### src/rtl/neureka_tcdm_target_adapter.sv
`default_nettype none
// ============================================================================
// Module      : neureka_tcdm_target_adapter
// Description : HCI/TCDM responder driving a single-port SRAM, with in-order,
//               credit-limited fall-through response FIFO.
// Revision    : 1.0 - initial release
// ============================================================================
module neureka_tcdm_target_adapter #(
    parameter int unsigned DW             = 256,
    parameter int unsigned AW             = 32,
    parameter int unsigned IW             = 8,
    parameter int unsigned NB_WORDS       = 1024,
    parameter int unsigned SRAM_LATENCY   = 1,
    parameter int unsigned RSP_FIFO_DEPTH = 4
) (
    input  logic                        clk_i,
    input  logic                        rst_ni,
    input  logic                        clear_i,
    input  logic                        tcdm_req_i,
    output logic                        tcdm_gnt_o,
    input  logic [AW-1:0]               tcdm_add_i,
    input  logic                        tcdm_wen_i,
    input  logic [DW/8-1:0]             tcdm_be_i,
    input  logic [DW-1:0]               tcdm_data_i,
    input  logic [IW-1:0]               tcdm_id_i,
    output logic [DW-1:0]               tcdm_r_data_o,
    output logic                        tcdm_r_valid_o,
    input  logic                        tcdm_r_ready_i,
    output logic [IW-1:0]               tcdm_r_id_o,
    output logic                        tcdm_r_opc_o,
    output logic                        mem_req_o,
    output logic                        mem_we_o,
    output logic [$clog2(NB_WORDS)-1:0] mem_addr_o,
    output logic [DW-1:0]               mem_wdata_o,
    output logic [DW/8-1:0]             mem_be_o,
    input  logic [DW-1:0]               mem_rdata_i,
    output logic                        busy_o
);

    localparam int unsigned c_off = $clog2(DW / 8);
    localparam int unsigned c_maw = $clog2(NB_WORDS);
    localparam int unsigned c_cw  = $clog2(RSP_FIFO_DEPTH + 1);
    localparam int unsigned c_pw  = $clog2(RSP_FIFO_DEPTH);
    // Byte-address limit: idx >= NB_WORDS  <=>  add >= NB_WORDS * bytes/word
    localparam logic [AW:0] c_lim = (AW+1)'(NB_WORDS * (DW / 8));

    typedef struct packed {
        logic          vld;
        logic          rd;
        logic          err;
        logic [IW-1:0] id;
    } slot_t;

    slot_t            r_pipe [SRAM_LATENCY];
    slot_t            w_out;
    logic [c_cw-1:0]  r_credit;
    logic [c_cw-1:0]  r_count;
    logic [c_pw-1:0]  r_wptr;
    logic [c_pw-1:0]  r_rptr;
    logic [DW-1:0]    r_fdata [RSP_FIFO_DEPTH];
    logic [IW-1:0]    r_fid   [RSP_FIFO_DEPTH];
    logic             r_fopc  [RSP_FIFO_DEPTH];

    logic             w_err;
    logic             w_gnt;
    logic             w_inflight;
    logic             w_push;
    logic [DW-1:0]    w_push_data;
    logic             w_empty;
    logic             w_rvalid;
    logic             w_pop;
    logic             w_wr;
    logic             w_rd;

    // ---------------- request side ----------------
    assign w_err       = ({1'b0, tcdm_add_i} >= c_lim);
    assign w_gnt       = tcdm_req_i & (r_credit != '0) & ~clear_i;
    assign tcdm_gnt_o  = w_gnt;
    assign mem_req_o   = w_gnt & ~w_err;
    assign mem_we_o    = mem_req_o & ~tcdm_wen_i;
    assign mem_addr_o  = mem_req_o ? tcdm_add_i[c_off +: c_maw] : '0;
    assign mem_wdata_o = mem_req_o ? tcdm_data_i : '0;
    assign mem_be_o    = mem_req_o ? tcdm_be_i : '0;

    // Pipeline tracks the SRAM read latency so each entry meets its data
    always_ff @(posedge clk_i or negedge rst_ni) begin
        if (!rst_ni) begin
            for (int i = 0; i < SRAM_LATENCY; i++) r_pipe[i] <= '0;
        end else if (clear_i) begin
            for (int i = 0; i < SRAM_LATENCY; i++) r_pipe[i] <= '0;
        end else begin
            r_pipe[0] <= '{vld: w_gnt, rd: tcdm_wen_i, err: w_err, id: tcdm_id_i};
            for (int i = 1; i < SRAM_LATENCY; i++) r_pipe[i] <= r_pipe[i-1];
        end
    end

    always_comb begin
        w_inflight = 1'b0;
        for (int i = 0; i < SRAM_LATENCY; i++) w_inflight = w_inflight | r_pipe[i].vld;
    end

    assign w_out       = r_pipe[SRAM_LATENCY-1];
    assign w_push      = w_out.vld & ~clear_i;
    assign w_push_data = (w_out.rd & ~w_out.err) ? mem_rdata_i : '0;

    // ---------------- response FIFO (fall-through) ----------------
    assign w_empty  = (r_count == '0);
    assign w_rvalid = ~clear_i & (~w_empty | w_push);
    assign w_pop    = w_rvalid & tcdm_r_ready_i;
    // An entry that arrives into an empty FIFO and is accepted at once bypasses storage
    assign w_wr     = w_push & ~(w_empty & w_pop);
    assign w_rd     = w_pop & ~w_empty;

    assign tcdm_r_valid_o = w_rvalid;
    assign tcdm_r_data_o  = !w_rvalid ? '0   : (w_empty ? w_push_data : r_fdata[r_rptr]);
    assign tcdm_r_id_o    = !w_rvalid ? '0   : (w_empty ? w_out.id    : r_fid[r_rptr]);
    assign tcdm_r_opc_o   = !w_rvalid ? 1'b0 : (w_empty ? w_out.err   : r_fopc[r_rptr]);
    assign busy_o         = ~w_empty | w_inflight;

    always_ff @(posedge clk_i) begin
        if (w_wr) begin
            r_fdata[r_wptr] <= w_push_data;
            r_fid[r_wptr]   <= w_out.id;
            r_fopc[r_wptr]  <= w_out.err;
        end
    end

    always_ff @(posedge clk_i or negedge rst_ni) begin
        if (!rst_ni) begin
            r_wptr   <= '0;
            r_rptr   <= '0;
            r_count  <= '0;
            r_credit <= c_cw'(RSP_FIFO_DEPTH);
        end else if (clear_i) begin
            r_wptr   <= '0;
            r_rptr   <= '0;
            r_count  <= '0;
            r_credit <= c_cw'(RSP_FIFO_DEPTH);
        end else begin
            if (w_wr) r_wptr <= (r_wptr == c_pw'(RSP_FIFO_DEPTH - 1)) ? '0 : r_wptr + 1'b1;
            if (w_rd) r_rptr <= (r_rptr == c_pw'(RSP_FIFO_DEPTH - 1)) ? '0 : r_rptr + 1'b1;
            r_count  <= r_count + c_cw'(w_wr) - c_cw'(w_rd);
            r_credit <= r_credit + c_cw'(w_pop) - c_cw'(w_gnt);
        end
    end

`ifndef SYNTHESIS
    a_no_overflow: assert property (@(posedge clk_i) disable iff (!rst_ni)
        (w_push && r_count == c_cw'(RSP_FIFO_DEPTH)) |-> w_pop);
`endif

endmodule
`default_nettype wire

### config.mk
export PLATFORM = sky130hd
export DESIGN_NAME = neureka_tcdm_target_adapter
export DESIGN_NICKNAME = d
export VERILOG_FILES = /design/src/rtl/neureka_tcdm_target_adapter.sv
export SDC_FILE = /design/constraint.sdc
export NUM_CORES = 1
export LEC_CHECK = 0
export CORE_AREA = 2 2 455 457
export DETAILED_ROUTE_END_ITERATION = 8
export DIE_AREA = 0 0 457 459
export PLACE_DENSITY_LB_ADDON = 0.1
export SYNTH_ARGS = -nofsm -noshare
export SYNTH_HDL_FRONTEND = slang
export SYNTH_SLANG_ARGS = --single-unit
### constraint.sdc
create_clock -name clk_i -period 7.9 [get_ports clk_i]
set_input_delay 1.58 -clock clk_i [delete_from_list [all_inputs] [get_ports clk_i]]
set_output_delay 1.58 -clock clk_i [all_outputs]
set_load 0.01 [all_outputs]
* After elaboration in Yosys (flattened, before gate mapping)
Memory sizes are Yosys's and may differ from the RTL's.
Cells that the tools add are included.
** Word-level totals
- Flip-flop bits (word level) :: 21
- Bits in latches :: 0
- Memory bits (writable) :: 1060
- ROM bits :: 0
- Input port bits :: 590
- Output and inout port bits :: 568
- Memories kept :: 3
** Cells by class
- $add $sub $neg :: 6
- $mul :: 0
- Div/mod/pow operators :: 0
- $lt $le $gt $ge :: 1
- Equality and inequality tests :: 2
- Shift operators :: 0
- Mux-type cells :: 21
- Bitwise operators :: 19
- Reductions and logical operators :: 4
** Memory list
- r_fdata :: words 4, bits a word 256, rd ports 1, clocked after memory_dff 0, wr ports 1, line 60 : logic [DW-1:0] r_fdata [RSP_FIFO_DEPTH];
- r_fid :: words 4, bits a word 8, rd ports 1, clocked after memory_dff 0, wr ports 1, line 61 : logic [IW-1:0] r_fid [RSP_FIFO_DEPTH];
- r_fopc :: words 4, bits a word 1, rd ports 1, clocked after memory_dff 0, wr ports 1, line 62 : logic r_fopc [RSP_FIFO_DEPTH];
** Operators with widths (number)
- 256-bit 2-to-1 mux :: 4
- 32-bit by 16-bit >= comparator with 1-bit output (second input constant) :: 1
- 32-bit 2-to-1 mux :: 1
- 8-bit 2-to-1 mux :: 2
- 2-bit 2-to-1 mux :: 6
- 1-bit AND :: 11
- 11-bit 2-to-1 mux :: 1
- 10-bit 2-to-1 mux :: 1
- 3-bit by 1-bit adder with 3-bit output :: 2
- 3-bit 2-to-1 mux :: 2
- 1-bit inverter :: 6
- 3-bit by 1-bit subtractor with 3-bit output :: 2
- 2-bit by 1-bit adder with 2-bit output (second input constant) :: 2
- 2-bit == test (second input constant) :: 2
- 1-bit 2-to-1 mux :: 4
- 2-bit nonzero test :: 2
- 3-bit logical NOT :: 1
- 3-bit nonzero test :: 1
- 1-bit OR :: 2

* Longest topological paths before layout
- Word-level depth :: 11
- Gate-level depth with buffers :: 12
- Mapped depth without buffers :: 11

* Least setup slack after synthesis
No wires, ideal clock.
- Path kind :: input -> register
- Start point :: in clear_i
- End point :: mem r_fdata[3][0] (enable)
- Setup time :: 660 ps
- Arrival :: 8196 ps
- Data required time :: 7240 ps
- Slack :: -956 ps
- Stages :: 4
- Path through :: buf_2 > nand2b_1 > a21oi_1 > and2_1
** On the way
- Cells in the longest elaborated chain, start to end :: 10
** RTL lines
- start, declared :: line 18 : input logic clear_i,
- 1-bit inverter (*) :: line 103, 108
- 1-bit AND :: line 103 : assign w_push = w_out.vld & ~clear_i;
- 1-bit OR :: line 108 : assign w_rvalid = ~clear_i & (~w_empty | w_push);
- 1-bit AND :: line 108
- 1-bit AND :: line 109 : assign w_pop = w_rvalid & tcdm_r_ready_i;
- 1-bit AND :: line 111 : assign w_wr = w_push & ~(w_empty & w_pop);
- 1-bit inverter :: line 111
- 1-bit AND (*) :: line 111
- 1-bit 2-to-1 mux (*) :: line 121 : if (w_wr) begin
- 1-bit 2-to-1 mux (implied by the code) (*) :: line 122 : r_fdata[r_wptr] <= w_push_data;
- end, declared :: line 60
Mark *: on every way between the ends. The rest lies on a longest branch, timed or not.

* Final worst setup path
- Start point :: in tcdm_add_i[18]
- End point :: out mem_wdata_o[164]
** On the way
- Cells in the longest elaborated chain, start to end :: 4
** RTL lines
- start, declared :: line 21 : input logic [AW-1:0] tcdm_add_i,
- 32-bit by 16-bit >= comparator with 1-bit output :: line 76 : assign w_err = ({1'b0, tcdm_add_i} >= c_lim);
- 1-bit inverter :: line 79 : assign mem_req_o = w_gnt & ~w_err;
- 1-bit AND :: line 79
- 256-bit 2-to-1 mux :: line 82 : assign mem_wdata_o = mem_req_o ? tcdm_data_i : '0;
- end, declared :: line 34 : output logic [DW-1:0] mem_wdata_o,
No other way between the ends.

==> flow_metrics.py <==
metrics = {
    "cts": {
        "cts_tree": "built",
        "cts_sinks": 1081,
        "clkLatencyLatePin_ns": 0.76,
        "numCtsBuffers": 121,
        "hold_buffers": 0,
        "clk_pin_slew_ns": 0.06,
        "cts_buffer_depth": 3,
        "clock-root-buffer": "clkbuf_16",
        "htree_levels": 3,
        "cts_resized": 0,
        "cts_setup_buffers": 0,
    },
    "finish": {
        "layout-drive-gt1-share_pct": 17.3,
        "final_cell_mix": "clkdlybuf4s50_1, edfxtp_1, inv_1, mux4_2, a22o_1",
        "fin_area_mm2": 0.0660,
        "fillers": 20300,
        "area_delta_synth_final_pct": 38.1,
        "final_common_cell": "clkdlybuf4s50_1",
        "fin_nets": 4479,
        "fin_util_pct": 32.1,
    },
    "pwr": {
        "p_leak_uw": 0.0214,
        "power_switching_uw": 4160,
        "max-vdd-ir-drop_mv": 0.171,
        "p_int_uw": 11200,
        "power_frac_comb_pct": 23.0,
        "power_uw": 15300,
        "powerDensity_mw_per_mm2": 232,
        "clkPwrFrac_pct": 34.6,
        "swShare_pct": 27.1,
        "p_seq_share_pct": 42.4,
    },
    "yosys": {
        "synth.area.top_cells": "edfxtp_1, mux4_2, a22o_1",
        "synthXorXnorAreaFrac_pct": 0.0549,
        "yosysSeqAreaShare_pct": 67.7,
        "synth_compound_area_share_pct": 4.97,
        "syn_area_per_cell_um2": 17.3,
        "syn_area_mm2": 0.0478,
        "synthMuxAreaShare_pct": 12.5,
        "synth_fa_ha_area_share_pct": 0.319,
        "synth_top_family_by_area": "multiplexers",
        "ys_ff_latch": 1081,
        "synthSimpleGateAreaFrac_pct": 9.20,
        "syn_nets": 3361,
        "yosys_warnings": 0,
        "yosys.area.top_type_share_pct": 66.6,
        "synth_cells": 2760,
        "yosysTopAreaCell": "edfxtp_1",
        "synth_cell_types": 37,
    },
    "grt": {
        "use_met2_pct": 32.0,
        "top_usage_layer": "met2",
        "use_met1_pct": 21.3,
        "grt_pass1_vias": 31800,
        "grt_usage_pct": 18.6,
        "overflow": 0,
        "antenna_found_initial": 147,
        "met3_usage_pct": 5.34,
        "grt_max_degree": 136,
        "grt_pass1_wl_um": 274000,
    },
    "die": {
        "start_util_pct": 23.3,
        "rows": 167,
        "die_area_mm2": 0.210,
        "core_region_area_mm2": 0.206,
        "boundaryPins": 1158,
        "die_w_um": 457,
        "fp.dieH_um": 459,
    },
    "drt": {
        "drc": 0,
        "ant_nets": 0,
        "via_count": 30200,
        "viasPerCell": 4.48,
        "drtIter0Drc": 1965,
        "wire_per_inst_um": 29.7,
        "first_pass_iters": 4,
        "routed_wl_um": 200000,
    },
    "critical_path": {
        "crit_arrival_ns": 4.94,
        "cp_max_fo": 69,
        "crit_path_max_incr_delay_ns": 0.70,
        "cp.required_ns": 6.32,
        "crit_path_start_kind": "input pin",
        "crit_path_top_delay_cell": "nor3_1",
        "critPathKind": "in2out",
        "crit_chain": "clkdlybuf4s50_1 -> nor3_1 -> nand4bb_4 -> buf_12 -> buf_12 -> nor3_1 -> clkdlybuf4s50_1",
        "cp-end-kind": "primary output",
    },
    "sta": {
        "fmax_mhz": 153,
        "finalCritPeriodShare_pct": 82.5,
        "fin_crit_ns": 6.52,
        "fin_setup_tns_ns": 0,
        "finalHoldViolations": 0,
        "maxSlewHeadroom_pct": 29.9,
        "finalSetupViolCount": 0,
        "tightest_slew_ns": 1.05,
        "rsz0062_at_grt": "no",
        "fin_skew_ns": 0.0562,
        "slew_viol_final": 0,
    },
    "placement": {
        "dp_hpwl_um": 139000,
        "portBuffers": 1152,
        "dpl_cell_area_mm2": 0.0622,
        "place_congestion": 0.877,
    },
    "worst_hold_path": {
        "hold_class": "reg2reg",
    },
    "status": {
        "status": "complete, no violations",
    },
    "run": {
        "drv_cap": 0,
    },
}
stage by stage:
step	setup WS, ns	instances	hold slack, ns
floorplan	2.03	2760	0.476
global placement	1.49	6459	0.522
detailed placement	1.42	6459	0.512
CTS	1.38	6684	0.494
global route	1.28	6709	0.509
finish	1.38	6735	0.505
synth_stat cells (all sizes together):
library cell	count
xor2	2
inv	305
and2	262
nand4bb	1
nor4	3
fa	2
buf	145
clkbuf	70
o21ai	2
xnor2	1
nand2b	4
nand3	1
nor3	303
nor3b	1
or3	3
edfxtp	1060
nand2	4
a211o	2
dfrtp	20
a22o	265
nor2	7
or4b	1
and3	1
ha	9
mux4	265
nor2b	14
o31ai	1
nand4	1
dfstp	1
a31oi	1
a21oi	3
per-layer routing:
layer,vias up,part of all wire [%],routed length [um]
met5,-,0.12,243
met4,38,4.7,9400
met3,417,6.7,13500
met2,1108,50,101000
met1,15600,38,76500
li1,13000,-,-
registers in the layout (all words and copies together) (netlist names), 2 cells and up:
signal and count:
r_fopc 4, r_rptr 2, r_count 3, r_wptr 2, r_fdata 1024, r_credit 3
r_pipe 10, r_fid 32
path summary, 6_finish.rpt:
check                          startpoint          endpoint  slack (ns)  depth (start not counted)
max                        tcdm_add_i[18]  mem_wdata_o[164]        1.38                          7
min                             r_pipe[0]       r_fid[3][0]        0.50                          0
max reg2reg                    r_count[1]   r_fdata[0][156]        4.87                          4
min reg2reg                     r_pipe[0]       r_fid[3][0]        0.50                          0
max in group asynchronous          rst_ni         r_rptr[1]        6.56                          1
min in group asynchronous          rst_ni         r_pipe[5]        0.85                          1
worst max-delay path, delay by kind of cell:
family        cells  cell delay (ns)
buf+inv           4             1.69
simple gates      3             1.55
layout make-up:
type	count	area, um2	share of cell area [%]
Antenna cell	51	128	0.193
Clock buffer	170	3290	4.99
Clock inverter	55	413	0.625
Inverter	305	1140	1.73
Multi-Input combinational cell	1159	13000	19.6
Sequential cell	1081	32400	49.0
Tap cell	2704	3380	5.12
Timing Repair Buffer	1210	12300	18.7
power groups by stage:
stage | logic [uW] | registers [uW] | clock network, uW
finish | 3530 | 6500 | 5300
global route | 3760 | 6520 | 5700
CTS | 3650 | 6510 | 5490
detailed placement | 3640 | 6620 | 0
global placement | 3650 | 6630 | 0
floorplan | 1970 | 6570 | 0
logic make-up after synthesis:
group | Yosys count
muxes | 265
AOI/OAI and AO/OA | 274
DFF | 1081
buffers and inverters | 520
adders and majority gates | 11
xor gates and xnor gates | 3
and+or+nand+nor | 606
No activity file was read; power rests on OpenSTA's default activity.
